--- config.mk ---
export PLATFORM = sky130hd
export DESIGN_NAME = fdd_bank_arbiter_flat
export DESIGN_NICKNAME = d
export VERILOG_FILES = /design/src/rtl/fdd_bank_arbiter_if.sv /design/src/rtl/fdd_bank_arbiter.sv /design/src/flat_wrapper.sv
export SDC_FILE = /design/constraint.sdc
export NUM_CORES = 1
export LEC_CHECK = 0
export ABC_AREA = 1
export BUFFER_PORTS_ARGS = -buffer_cell sky130_fd_sc_hd__buf_4
export CELL_PAD_IN_SITES_DETAIL_PLACEMENT = 0
export CELL_PAD_IN_SITES_GLOBAL_PLACEMENT = 1
export CORE_MARGIN = 8
export CORE_UTILIZATION = 25
export CTS_CLUSTER_SIZE = 12
export DETAILED_ROUTE_END_ITERATION = 12
export PLACE_DENSITY_LB_ADDON = 0.1
export SYNTH_ARGS = -nofsm -noshare
export SYNTH_HDL_FRONTEND = slang
export SYNTH_SLANG_ARGS = --single-unit
--- constraint.sdc ---
create_clock -name clk_i -period 3.9 [get_ports clk_i]
set_input_delay 0.975 -clock clk_i [delete_from_list [all_inputs] [get_ports clk_i]]
set_output_delay 0.975 -clock clk_i [all_outputs]
set_load 0.01 [all_outputs]
--- src/rtl/fdd_bank_arbiter_if.sv ---
// Requester/bank bundle for fdd_bank_arbiter: requests in, grants/acks and bank pins out.
// slave = arbiter side, master = requester/bank side.
interface fdd_bank_arbiter_if #(
    parameter int NREQ  = 4,
    parameter int WIDTH = 8
);
    logic [NREQ-1:0]       req;
    logic [2*NREQ-1:0]     op;
    logic [WIDTH*NREQ-1:0] wdata;
    logic [NREQ-1:0]       gnt;
    logic [NREQ-1:0]       ack;
    logic                  busy;
    logic                  bank_ce;
    logic [WIDTH-1:0]      bank_d;
    logic                  bank_set;
    logic                  bank_rst;

    modport slave (
        input  req, op, wdata,
        output gnt, ack, busy, bank_ce, bank_d, bank_set, bank_rst
    );

    modport master (
        output req, op, wdata,
        input  gnt, ack, busy, bank_ce, bank_d, bank_set, bank_rst
    );
endinterface

--- src/rtl/fdd_bank_arbiter.sv ---
// Round-robin arbiter/sequencer sharing one CE/I/SET/RST flip-flop bank between NREQ requesters.
// Optional macro FDD_ARB_PRIO0_EN: requester 0 gets fixed top priority over the round-robin.
module fdd_bank_arbiter #(
    parameter int NREQ      = 4,
    parameter int WIDTH     = 8,
    parameter int RECOV_CYC = 2
) (
    input  logic              clk_i,
    input  logic              rst_ni,
    fdd_bank_arbiter_if.slave bus
);

    localparam int IW = (NREQ > 1) ? $clog2(NREQ) : 1;

    localparam logic [1:0] OP_LOAD = 2'b00;
    localparam logic [1:0] OP_SET  = 2'b01;
    localparam logic [1:0] OP_CLR  = 2'b10;

    typedef enum logic [1:0] {
        ST_IDLE  = 2'd0,
        ST_DRIVE = 2'd1,
        ST_RECOV = 2'd2
    } state_t;

    state_t           state_q, state_d;
    logic [1:0]       op_q, op_d;
    logic [IW-1:0]    last_q, last_d;
    logic [3:0]       cnt_q, cnt_d;
    logic [NREQ-1:0]  gnt_q, gnt_d;
    logic [NREQ-1:0]  ack_q, ack_d;
    logic             ce_q, ce_d;
    logic             set_q, set_d;
    logic             rst_q, rst_d;
    logic [WIDTH-1:0] bank_d_q, bank_d_d;

    // Per-requester views of the flattened op/data buses.
    logic [1:0]       op_arr   [NREQ];
    logic [WIDTH-1:0] data_arr [NREQ];

    for (genvar gi = 0; gi < NREQ; gi++) begin : g_unpack
        assign op_arr[gi]   = bus.op[2*gi +: 2];
        assign data_arr[gi] = bus.wdata[WIDTH*gi +: WIDTH];
    end

    logic [NREQ-1:0] req_rr;
    logic            found;
    logic [IW-1:0]   win_idx;
    logic [IW-1:0]   cand;
    logic            win_prio0;

    // Search last+1, last+2, ... modulo NREQ; the first active request wins.
    always_comb begin
        req_rr    = bus.req;
        found     = 1'b0;
        win_idx   = '0;
        cand      = '0;
        win_prio0 = 1'b0;
`ifdef FDD_ARB_PRIO0_EN
        req_rr[0] = 1'b0;
`endif
        for (int k = 1; k <= NREQ; k++) begin
            cand = IW'((int'(last_q) + k) % NREQ);
            if (!found && req_rr[cand]) begin
                found   = 1'b1;
                win_idx = cand;
            end
        end
`ifdef FDD_ARB_PRIO0_EN
        if (bus.req[0]) begin
            found     = 1'b1;
            win_idx   = '0;
            win_prio0 = 1'b1;
        end
`endif
    end

    always_comb begin
        state_d  = state_q;
        op_d     = op_q;
        last_d   = last_q;
        cnt_d    = cnt_q;
        gnt_d    = gnt_q;
        ack_d    = '0;
        ce_d     = 1'b0;
        set_d    = 1'b0;
        rst_d    = 1'b0;
        bank_d_d = bank_d_q;

        case (state_q)
            ST_IDLE: begin
                gnt_d = '0;
                if (found) begin
                    state_d = ST_DRIVE;
                    op_d    = op_arr[win_idx];
                    gnt_d   = NREQ'(1) << win_idx;
                    ack_d   = NREQ'(1) << win_idx;
                    if (!win_prio0) begin
                        last_d = win_idx;
                    end
                    // Bank pins are registered, so they assert in the DRIVE cycle with ack.
                    case (op_arr[win_idx])
                        OP_LOAD: begin
                            ce_d     = 1'b1;
                            bank_d_d = data_arr[win_idx];
                        end
                        OP_SET:  set_d = 1'b1;
                        OP_CLR:  rst_d = 1'b1;
                        default: ;
                    endcase
                end
            end

            ST_DRIVE: begin
                if (op_q == OP_SET || op_q == OP_CLR) begin
                    state_d = ST_RECOV;
                    cnt_d   = 4'(RECOV_CYC);
                end else begin
                    state_d = ST_IDLE;
                    gnt_d   = '0;
                end
            end

            ST_RECOV: begin
                if (cnt_q <= 4'd1) begin
                    state_d = ST_IDLE;
                    gnt_d   = '0;
                    cnt_d   = '0;
                end else begin
                    cnt_d = cnt_q - 4'd1;
                end
            end

            default: begin
                state_d = ST_IDLE;
                gnt_d   = '0;
            end
        endcase
    end

    always_ff @(posedge clk_i or negedge rst_ni) begin
        if (!rst_ni) begin
            state_q  <= ST_IDLE;
            op_q     <= OP_LOAD;
            last_q   <= IW'(NREQ - 1);
            cnt_q    <= '0;
            gnt_q    <= '0;
            ack_q    <= '0;
            ce_q     <= 1'b0;
            set_q    <= 1'b0;
            rst_q    <= 1'b0;
            bank_d_q <= '0;
        end else begin
            state_q  <= state_d;
            op_q     <= op_d;
            last_q   <= last_d;
            cnt_q    <= cnt_d;
            gnt_q    <= gnt_d;
            ack_q    <= ack_d;
            ce_q     <= ce_d;
            set_q    <= set_d;
            rst_q    <= rst_d;
            bank_d_q <= bank_d_d;
        end
    end

    assign bus.gnt      = gnt_q;
    assign bus.ack      = ack_q;
    assign bus.busy     = (state_q != ST_IDLE);
    assign bus.bank_ce  = ce_q;
    assign bus.bank_d   = bank_d_q;
    assign bus.bank_set = set_q;
    assign bus.bank_rst = rst_q;

    // The bank cells misbehave if SET/RST overlap each other or CE.
    a_pins_exclusive: assert property (@(posedge clk_i) disable iff (!rst_ni)
        !(set_q && rst_q) && !(ce_q && (set_q || rst_q)));

    a_gnt_onehot: assert property (@(posedge clk_i) disable iff (!rst_ni)
        $onehot0(gnt_q));

endmodule

--- src/flat_wrapper.sv ---
// flat-port wrapper written by rule: the top's interface ports become plain ports
module fdd_bank_arbiter_flat 
#(
    parameter int NREQ      = 4,
    parameter int WIDTH     = 8,
    parameter int RECOV_CYC = 2
)
  (clk_i, rst_ni, bus_req, bus_op, bus_wdata, bus_gnt, bus_ack, bus_busy, bus_bank_ce, bus_bank_d, bus_bank_set, bus_bank_rst);
  fdd_bank_arbiter_if #(.NREQ(NREQ), .WIDTH(WIDTH)) bus_i ();
  input  logic clk_i;
  input  logic rst_ni;
  input wire logic [$bits(bus_i.req)-1:0] bus_req;
  input wire logic [$bits(bus_i.op)-1:0] bus_op;
  input wire logic [$bits(bus_i.wdata)-1:0] bus_wdata;
  output wire logic [$bits(bus_i.gnt)-1:0] bus_gnt;
  output wire logic [$bits(bus_i.ack)-1:0] bus_ack;
  output wire logic [$bits(bus_i.busy)-1:0] bus_busy;
  output wire logic [$bits(bus_i.bank_ce)-1:0] bus_bank_ce;
  output wire logic [$bits(bus_i.bank_d)-1:0] bus_bank_d;
  output wire logic [$bits(bus_i.bank_set)-1:0] bus_bank_set;
  output wire logic [$bits(bus_i.bank_rst)-1:0] bus_bank_rst;
  assign bus_i.req = bus_req;
  assign bus_i.op = bus_op;
  assign bus_i.wdata = bus_wdata;
  assign bus_gnt = bus_i.gnt;
  assign bus_ack = bus_i.ack;
  assign bus_busy = bus_i.busy;
  assign bus_bank_ce = bus_i.bank_ce;
  assign bus_bank_d = bus_i.bank_d;
  assign bus_bank_set = bus_i.bank_set;
  assign bus_bank_rst = bus_i.bank_rst;
  fdd_bank_arbiter #(.NREQ(NREQ), .WIDTH(WIDTH), .RECOV_CYC(RECOV_CYC)) u_core (.clk_i(clk_i), .rst_ni(rst_ni), .bus(bus_i));
endmodule
# --- Word-level counts from Yosys, hierarchy flattened ---
# Cells that the tools add are included.
word_totals:
  register_bits: 29
  output_inout_bits: 20
classes:
  add_sub_neg: 5
  order_cmp: 6
  eq_ne: 10
  shifts: 1
  mux: 43
  bitwise_logic: 1
  n_reduce_logical: 16
ops:
  columns: ["cell", "count"]
  rows:
  - ["4-bit 2-to-1 mux", 6]
  - ["2-bit 2-to-1 mux", 9]
  - ["1-bit 2-to-1 mux", 17]
  - ["8-bit binary-select mux with 2-bit select", 1]
  - ["8-bit 2-to-1 mux", 2]
  - ["2-bit by 3-bit < comparator with 1-bit output, second input constant", 4]
  - ["4-bit case mux with 3 select lines", 1]
  - ["1-bit binary-select mux with 2-bit select", 4]
  - ["4-bit case mux with 2 select lines", 1]
  - ["2-bit AND reduction", 4]
  - ["2-bit by 1-bit == test with 1-bit output, second input constant", 3]
  - ["2-bit == test, second input constant", 3]
  - ["2-bit by 1-bit inequality test with 1-bit output, second input constant", 3]
  - ["2-bit case mux with 3 select lines", 1]
  - ["2-bit by 1-bit adder with 2-bit output, second input constant", 2]
  - ["2-bit adder, second input constant", 2]
  - ["2-bit binary-select mux with 2-bit select", 1]
  - ["4-bit by 1-bit less-or-equal comparator with 1-bit output, second input constant", 1]
  - ["2-bit zero test", 2]
  - ["2-bit nonzero test", 2]
  - ["1-bit by 2-bit << shifter with 4-bit output, first input constant", 1]
  - ["4-bit by 1-bit subtractor with 4-bit output, second input constant", 1]
  - ["3-bit greater-or-equal comparator, second input constant", 1]
  - ["1-bit logical AND", 3]
  - ["5 further kinds", 7]

# --- Logic depth before layout (Yosys ltp) ---
# Gate-level depths: netlist of the first run.
depth:
  depth_word: 21
  mapped_depth: 19
  depth_no_buf: 17

# --- Worst setup path before layout of the first run ---
# No wires, ideal clock.
synth_timing:
  kind: "in2reg"
  start: "in bus_req[3]"
  end: "reg u_core.bank_d_q[0], in the netlist u_core.bus.bank_d[0]"
  setup_ns: 0.117
  arrival_time_ns: 2.215
  required_time_ns: 3.783
  slack_ns: 1.568
  stages: 15
  cell_sequence: "inv_1 -> nand2_1 -> nand3_1 -> nand2_1 -> nor2_4 -> nand3_2 -> nand2_4 -> nand2_8 -> buf_8 -> nand2_2 -> nand3_1 -> nand2_2 -> nand3_4 -> nand2_1 -> nand2_1"
synth_via:
  elab_chain_cells: 18
  elab_cells_between_ends: 31
  classes_between: "mux (22); bitwise (1); reduce/logical (8)"
synth_rtl:
  columns: ["element", "line", "source"]
  rows:
  - ["from (decl)", "flat_wrapper.sv:12", "input wire logic [$bits(bus_i.req)-1:0] bus_req;"]
  - ["1-bit binary-select mux with 2-bit select", "fdd_bank_arbiter.sv:63", "if (!found && req_rr[cand]) begin"]
  - ["1-bit 2-to-1 mux (not written as such)", "fdd_bank_arbiter.sv:63", null]
  - ["1-bit 2-to-1 mux", "fdd_bank_arbiter.sv:63", null]
  - ["1-bit zero test", "fdd_bank_arbiter.sv:63", null]
  - ["1-bit logical AND", "fdd_bank_arbiter.sv:63", null]
  - ["1-bit 2-to-1 mux", "fdd_bank_arbiter.sv:63", null]
  - ["1-bit zero test", "fdd_bank_arbiter.sv:63", null]
  - ["1-bit logical AND", "fdd_bank_arbiter.sv:63", null]
  - ["1-bit 2-to-1 mux", "fdd_bank_arbiter.sv:63", null]
  - ["1-bit zero test", "fdd_bank_arbiter.sv:63", null]
  - ["1-bit logical AND", "fdd_bank_arbiter.sv:63", null]
  - ["2-bit 2-to-1 mux", "fdd_bank_arbiter.sv:63", null]
  - ["2-bit NOT with 3-bit output (not written as such)", "fdd_bank_arbiter.sv:101, fdd_bank_arbiter.sv:104", null]
  - ["2-bit binary-select mux with 2-bit select", "fdd_bank_arbiter.sv:101", "case (op_arr[win_idx])"]
  - ["2-bit 2-to-1 mux (not written as such) (2 in a row)", "fdd_bank_arbiter.sv:101", null]
  - ["2-bit zero test", "fdd_bank_arbiter.sv:101", null]
  - ["3-bit AND reduction (no source line)", null, null]
  - ["to (signal assigned)", "fdd_bank_arbiter.sv:162", "bank_d_q <= bank_d_d;"]
  - ["to (decl)", "fdd_bank_arbiter.sv:34", "logic [WIDTH-1:0] bank_d_q, bank_d_d;"]
# Parallel ways exist; a longest one is shown, timed or not. The select of a mux whose other input is x is not followed.
# A chain may end at the register's enable or synchronous reset.

# --- Worst setup path in the final report of the first run ---
layout_timing:
  start: "in bus_req[3]"
  end: "reg u_core.bank_d_q[7], in the netlist u_core.bus.bank_d[7]"
# Same word-level chain as after synthesis.

==> results by group, run 1 <==
Worst hold path
  – Worst Hold Depth: 2
  – Hold worst-path end: u_core.bus.gnt[2]
  – Hold Path Class: flip-flop to flip-flop
  – Hold path start: u_core.bus.gnt[2]

Power and ir drop
  – PD cells: 984 nW/um2
  – Power share of the clock group: 0.108
  – Flop pwr share: 0.205
  – Pint: 0.00114 W
  – Static Leak: 1.44 nW
  – Combinational share of power: 0.687
  – Net Sw Frac: 0.544
  – Switching power: 0.00136 W
  – Max IR drop VDD: 509 uV

Job
  – Max_cap viols: 0

Finish
  – Ant diodes: 0
  – NumNets Final: 387
  – Share of cells above drive strength 1: 0.306
  – # fillers: 795
  – Final instance area: 2540 um2
  – Layout area overhead: 35.9%

Setup path
  – Reg2reg path depth: 15
  – Max FO, Critical Path: 16
  – CP arrival: 2940 ps
  – Worst r2r src: u_core.last_q[1]
  – R2r setup slk: 1220 ps
  – Startpoint Class: input pin
  – FF-to-FF End: u_core.bus.bank_d[7]
  – Kind of critical path: input pin to flip-flop
  – Worst setup EP type: flip-flop
  – Required time worst endpoint: 4070 ps

Timing
  – Fmax: 0.362 GHz
  – Slew @ Worst Pin: 473 ps
  – WHS: 487 ps
  – Setup TNS Final: 0 ps
  – RSZ-0062 raised after global routing: no
  – Max transition margin: 0.684
  – Max Clock Skew: 9.64 ps
  – Endpoints failing hold: 0
  – Tcrit/Tclk final: 0.709
  – Setup violations, final: 0
  – Final Max Slew Viols: 0
  – Tmin final: 2760 ps

CTS
  – Clock Sinks: 29
  – CTS tree: yes
  – Cts hold-fix bufs: 0
  – Setup repair bufs after CTS: 0
  – Clock transition at path regs: 60 ps
  – CTS H-tree lvls: 2
  – CTS Buf Count: 5
  – Clock Latency Late Sink: 280 ps
  – Max Root-Sink Buffers: 2
  – CTS resizes: 0
  – CTS Root Cell: clkbuf_8

Synthesis
  – Synth top area cells: dfrtp_1, nand2_1, nand3_1, nand2_2, inv_1
  – Netlist cell types: 30
  – Synth warn: 0
  – Post-synth net total: 321
  – Largest area contributor in the netlist: dfrtp_1
  – Synth top area share: 0.361
  – Register area share after synthesis: 0.390
  – Cell count after synthesis: 273
  – Cell area after synthesis: 1870 um2
  – Avg Inst Size Synth: 6.85 um2
  – #FFs+latches synth: 29

Floorplan
  – Top Ports: 66
  – Die Y: 102 um
  – Initial core utilization: 0.258
  – Die width: 102 um
  – Core area: 7250 um2
  – # rows: 31
  – Die ar.: 10,500 um2

Route
  – Vias after detailed routing: 1,815
  – Avg WL per Cell: 12.0 um
  – Antenna Nets Post-Route: 0
  – Via/cell ratio: 4.13
  – Residual DRC: 0
  – Final wirelength: 5.27 mm
  – Drt first pass iters: 4
  – Initial DRC Count: 72

Global routing
  – Gr usage total: 0.104
  – Initial antenna violation count: 0
  – Vias in the first global route: 1,822
  – Grt ovf: 0
  – Largest net degree at the start of global routing: 30
  – First-pass GRT wire length: 8.63 mm

Outcome
  – Status: completed

Placed design
  – Port buffer count: 65
  – Placer Congestion: 0.788
  – Post-DP HPWL: 4.13 mm
  – Post-Place Cell Area: 2440 um2
state kept, by name (all words and copies together), names as in the netlist:
register             count
u_core.bus.bank_d        8
u_core.bus.ack           4
u_core.bus.gnt           4
u_core.cnt_q             4
u_core.last_q            2
u_core.op_q              2
u_core.state_q           2
u_core.bus.bank_ce       1
u_core.bus.bank_rst      1
u_core.bus.bank_set      1
routing by layer:
layer | vias to the layer above | global-route usage | routed length [um]
li1 | 974 | - | -
met1 | 781 | 0.146 | 2740
met2 | 54 | 0.146 | 2100
met3 | 6 | 0.0286 | 360
met4 | 0 | 0.0406 | 73
met5 | - | 0 | 0
cell usage in the layout, fill, tap and decap left out, drive strengths merged, types with 2 or more instances in the layout:
cell type / instances
nand2: 151
buf: 66
dfrtp: 27
nand3: 25
inv: 23
nor2: 14
o21ai: 11
clkbuf: 7
a21oi: 5
nor3: 2
ha: 2
dfstp: 2
cell usage after synthesis:
library cell,number
dfrtp_1,27
nand2_2,11
nor2_8,1
a21oi_2,1
nor2_1,10
a21oi_1,4
buf_8,1
inv_4,1
o21ai_0,7
ha_1,2
nor2_2,2
nor2_4,1
inv_2,5
xnor2_1,1
o21ai_1,4
nand3_1,22
nand3_2,2
clkbuf_1,1
buf_2,3
o211ai_1,1
nand2_1,137
nand2_4,2
a211oi_1,1
nor3_1,2
nand2_8,1
and3_1,1
dfstp_2,2
inv_1,17
nand3_4,1
buf_4,2
worst max-delay path: stages:
cell	delay, ps
buf_4	110
inv_1	40
nand2_1	50
nand3_1	110
nand2_1	90
nor2_4	130
nand2_1	70
nor2_2	120
nand2_1	70
nand2_2	270
nand3_1	130
nand2_1	390
nand3_4	210
nand2_1	110
nand2_1	50
layout make-up:
cell class	instances	area [um2]	share of cell area
Clock buffer	7	96.3	0.0379
Inverter	23	88.8	0.0350
Tap cell	99	124	0.0487
Timing Repair Buffer	66	495	0.195
Multi-Input combinational cell	214	1000	0.395
Sequential cell	29	728	0.287
Clock inverter	1	5.00	0.00197
cell families after synthesis:
kind of cell,Yosys count,synth area share
simple gates,193,0.466
buf+inv,30,0.0736
flops,29,0.390
compound gates,18,0.0529
fa+ha+maj,2,0.0134
xor+xnor,1,0.00469
stage by stage:
step                      total power [W]  instances  worst slack (ps)   util
after floorplan                   0.00185        273              1570      -
after global placement            0.00226        431               950  0.336
after detailed placement          0.00227        431               826  0.336
after CTS                         0.00255        439              1130  0.350
after global routing              0.00280        439               803  0.350
final                             0.00250        439              1140  0.350
power groups by stage:
stage	registers (W)	logic, W	clock network, W
floorplan	0.000512	0.00133	0
global placement	0.000519	0.00174	0
detailed placement	0.000516	0.00175	0
CTS	0.000513	0.00176	0.000277
global route	0.000529	0.00199	0.000287
finish	0.000513	0.00172	0.000269
worst max-delay path by stage:
stage | from | end | slack [ps]
after floorplan | bus_req[3] | u_core.bus.bank_d[0] | 1570
after global placement | bus_req[1] | u_core.bus.bank_d[3] | 950
after detailed placement | bus_req[1] | u_core.bus.bank_d[4] | 830
after CTS | bus_req[1] | u_core.bus.bank_d[7] | 1130
after global routing | bus_req[3] | u_core.bus.bank_d[0] | 800
final | bus_req[3] | u_core.bus.bank_d[7] | 1140
No activity file was read; power rests on OpenSTA's default activity.
==> run 2, diff against run 1 <==
--- a/config.mk
+++ b/config.mk
@@ -5,7 +5,7 @@
 export SDC_FILE = /design/constraint.sdc
 export NUM_CORES = 1
 export LEC_CHECK = 0
-export ABC_AREA = 1
+export ABC_AREA = 0
 export BUFFER_PORTS_ARGS = -buffer_cell sky130_fd_sc_hd__buf_4
 export CELL_PAD_IN_SITES_DETAIL_PLACEMENT = 0
 export CELL_PAD_IN_SITES_GLOBAL_PLACEMENT = 1
==> constraint.sdc (replaced) <==
create_clock -name clk_i -period 2.7 [get_ports clk_i]
set_input_delay 0.675 -clock clk_i [delete_from_list [all_inputs] [get_ports clk_i]]
set_output_delay 0.675 -clock clk_i [all_outputs]
set_load 0.01 [all_outputs]
==> results by group, run 2 <==
Setup path
  – Max FO, Critical Path: 9
  – CP arrival: 2530 ps
  – Worst setup EP type: flip-flop
  – Kind of critical path: flip-flop to flip-flop
  – Required time worst endpoint: 2860 ps
  – Reg2reg path depth: 6
  – R2r setup slk: 330 ps
  – FF-to-FF End: u_core.bus.bank_d[3]
  – Worst r2r src: u_core.last_q[0]
  – Startpoint Class: flip-flop

Route
  – Final wirelength: 4.44 mm
  – Initial DRC Count: 19
  – Avg WL per Cell: 15.1 um
  – Drt first pass iters: 4
  – Via/cell ratio: 4.48
  – Antenna Nets Post-Route: 0
  – Vias after detailed routing: 1,316
  – Residual DRC: 0

Synthesis
  – Ys async rst share: 1.00
  – Synth top area cells: dfrtp_1, mux2i_1, mux2_4, dfstp_2, o21ai_0
  – Cell count after synthesis: 139
  – Synth top area share: 0.401
  – Netlist cell types: 41
  – Post-synth net total: 187
  – Synth warn: 0
  – Commonest register cell after synthesis: dfrtp_1
  – Largest area contributor in the netlist: dfrtp_1
  – #FFs+latches synth: 29
  – Cell area after synthesis: 1680 um2
  – Register area share after synthesis: 0.433
  – Avg Inst Size Synth: 12.1 um2
  – Commonest cells post-synth: dfrtp_1, mux2i_1, mux2_4
  – Post-synth EDFFs: 0

CTS
  – Max Root-Sink Buffers: 2
  – Clock Sinks: 29
  – CTS tree: yes
  – Setup repair bufs after CTS: 0
  – Cts hold-fix bufs: 0
  – CTS resizes: 0
  – CTS H-tree lvls: 2
  – Clock transition at path regs: 60 ps
  – CTS Buf Count: 5
  – CTS Root Cell: clkbuf_8
  – Clock Latency Late Sink: 270 ps

Power and ir drop
  – Static Leak: 1.22 nW
  – Total power: 0.00250 W
  – Max IR drop VDD: 290 uV
  – PD cells: 1040 nW/um2

Timing
  – Tcrit/Tclk final: 0.877
  – Post-route setup slack: 331 ps
  – Max transition margin: 0.676
  – Final Max Slew Viols: 0
  – Setup TNS Final: 0 ps
  – Tmin final: 2370 ps
  – Max Clock Skew: 2.65 ps
  – Endpoints failing hold: 0
  – RSZ-0062 raised after global routing: no
  – Fmax: 0.422 GHz
  – Slew @ Worst Pin: 485 ps
  – Setup violations, final: 0

Floorplan
  – Die ar.: 9610 um2
  – Die Y: 98.0 um
  – Initial core utilization: 0.253
  – Core area: 6640 um2
  – # rows: 30
  – Top Ports: 66
  – Die width: 98.0 um

Finish
  – Share of cells above drive strength 1: 0.477
  – NumNets Final: 261
  – Commonest non-fill, non-tap cells in the layout: buf_4, mux2i_1, dfrtp_1
  – Fin util: 0.361
  – Ant diodes: 0
  – Layout area overhead: 42.6%
  – Max reg flops: 8
  – Final instance area: 2400 um2
  – Most common cell after layout, fill and taps aside: buf_4

Global routing
  – Grt ovf: 0
  – GRT busiest layer: met2
  – Gr usage total: 0.0971
  – First-pass GRT wire length: 7.51 mm
  – GR Layer Usage met3: 0.0363
  – Vias in the first global route: 1,523
  – Largest net degree at the start of global routing: 30
  – Initial antenna violation count: 0
  – Met1 usage: 0.109
  – Routing usage on met2: 0.165

Placed design
  – Post-DP HPWL: 3.63 mm
  – Placer Congestion: 0.702
  – Post-Place Cell Area: 2300 um2
  – Port buffer count: 65
  – Worst slack, placed: 49.4 ps

Outcome
  – Status: completed

Job
  – Max_cap viols: 0

Worst hold path
  – Hold Path Class: input pin to asynchronous set/reset pin
-- run 2: area by class of cell --
class / count / area (um2)
Multi-Input combinational cell: 101 / 922
Clock buffer: 7 / 96.3
Clock inverter: 1 / 5.00
Fill cell: 670 / 4240
Timing Repair Buffer: 70 / 526
Tap cell: 80 / 100
Inverter: 6 / 22.5
Sequential cell: 29 / 728
-- run 2: worst max-delay path by stage --
stage / from / to / slack (ps) / cells after the start
after global placement: bus_req[0] / u_core.bus.bank_d[4] / 90 / 7
after floorplan: bus_req[0] / u_core.bus.bank_d[1] / 340 / 6
final: u_core.last_q[0] / u_core.bus.bank_d[3] / 330 / 6
after detailed placement: bus_req[0] / u_core.bus.bank_d[1] / 50 / 7
after global routing: u_core.last_q[0] / u_core.bus.bank_d[5] / 250 / 6
after CTS: u_core.last_q[0] / u_core.bus.bank_d[3] / 310 / 6
-- run 2: where the power goes --
| group | internal, W | leakage (nW) | switching [W] | total, W |
|---|---|---|---|---|
| registers | 0.000636 | 0.364 | 0.000123 | 0.000759 |
| logic | 0.000708 | 0.804 | 0.000646 | 0.00135 |
| clock network | 0.000230 | 0.0542 | 0.000156 | 0.000385 |
-- run 2: critical path: stages (launching register included) --
cell and delay [ps]:
dfstp_2 570, nand2b_1 110, a21oi_1 150, or4_4 600
a211oi_4 290, o2bb2ai_4 190, mux2_4 330
-- run 2: kinds of logic after synthesis --
family | synth area share
adder cells (fa/ha/maj) | 0.0149
AO/OA/AOI/OAI | 0.157
XOR/XNOR | 0.0104
buffers and inverters | 0.0230
flip-flops | 0.433
multiplexers | 0.245
AND/OR/NAND/NOR | 0.117
-- run 2: layer usage --
metal  share of wire  routed length [um]
met1            0.42                1860
met2            0.52                2300
met3           0.060                 267
met4          0.0043                  19
met5               0                   0
-- run 2: through the flow --
stage	instances	hold slack (ps)
after floorplan	139	379
after global placement	286	468
after detailed placement	286	484
after CTS	294	322
after global routing	294	332
final	294	317
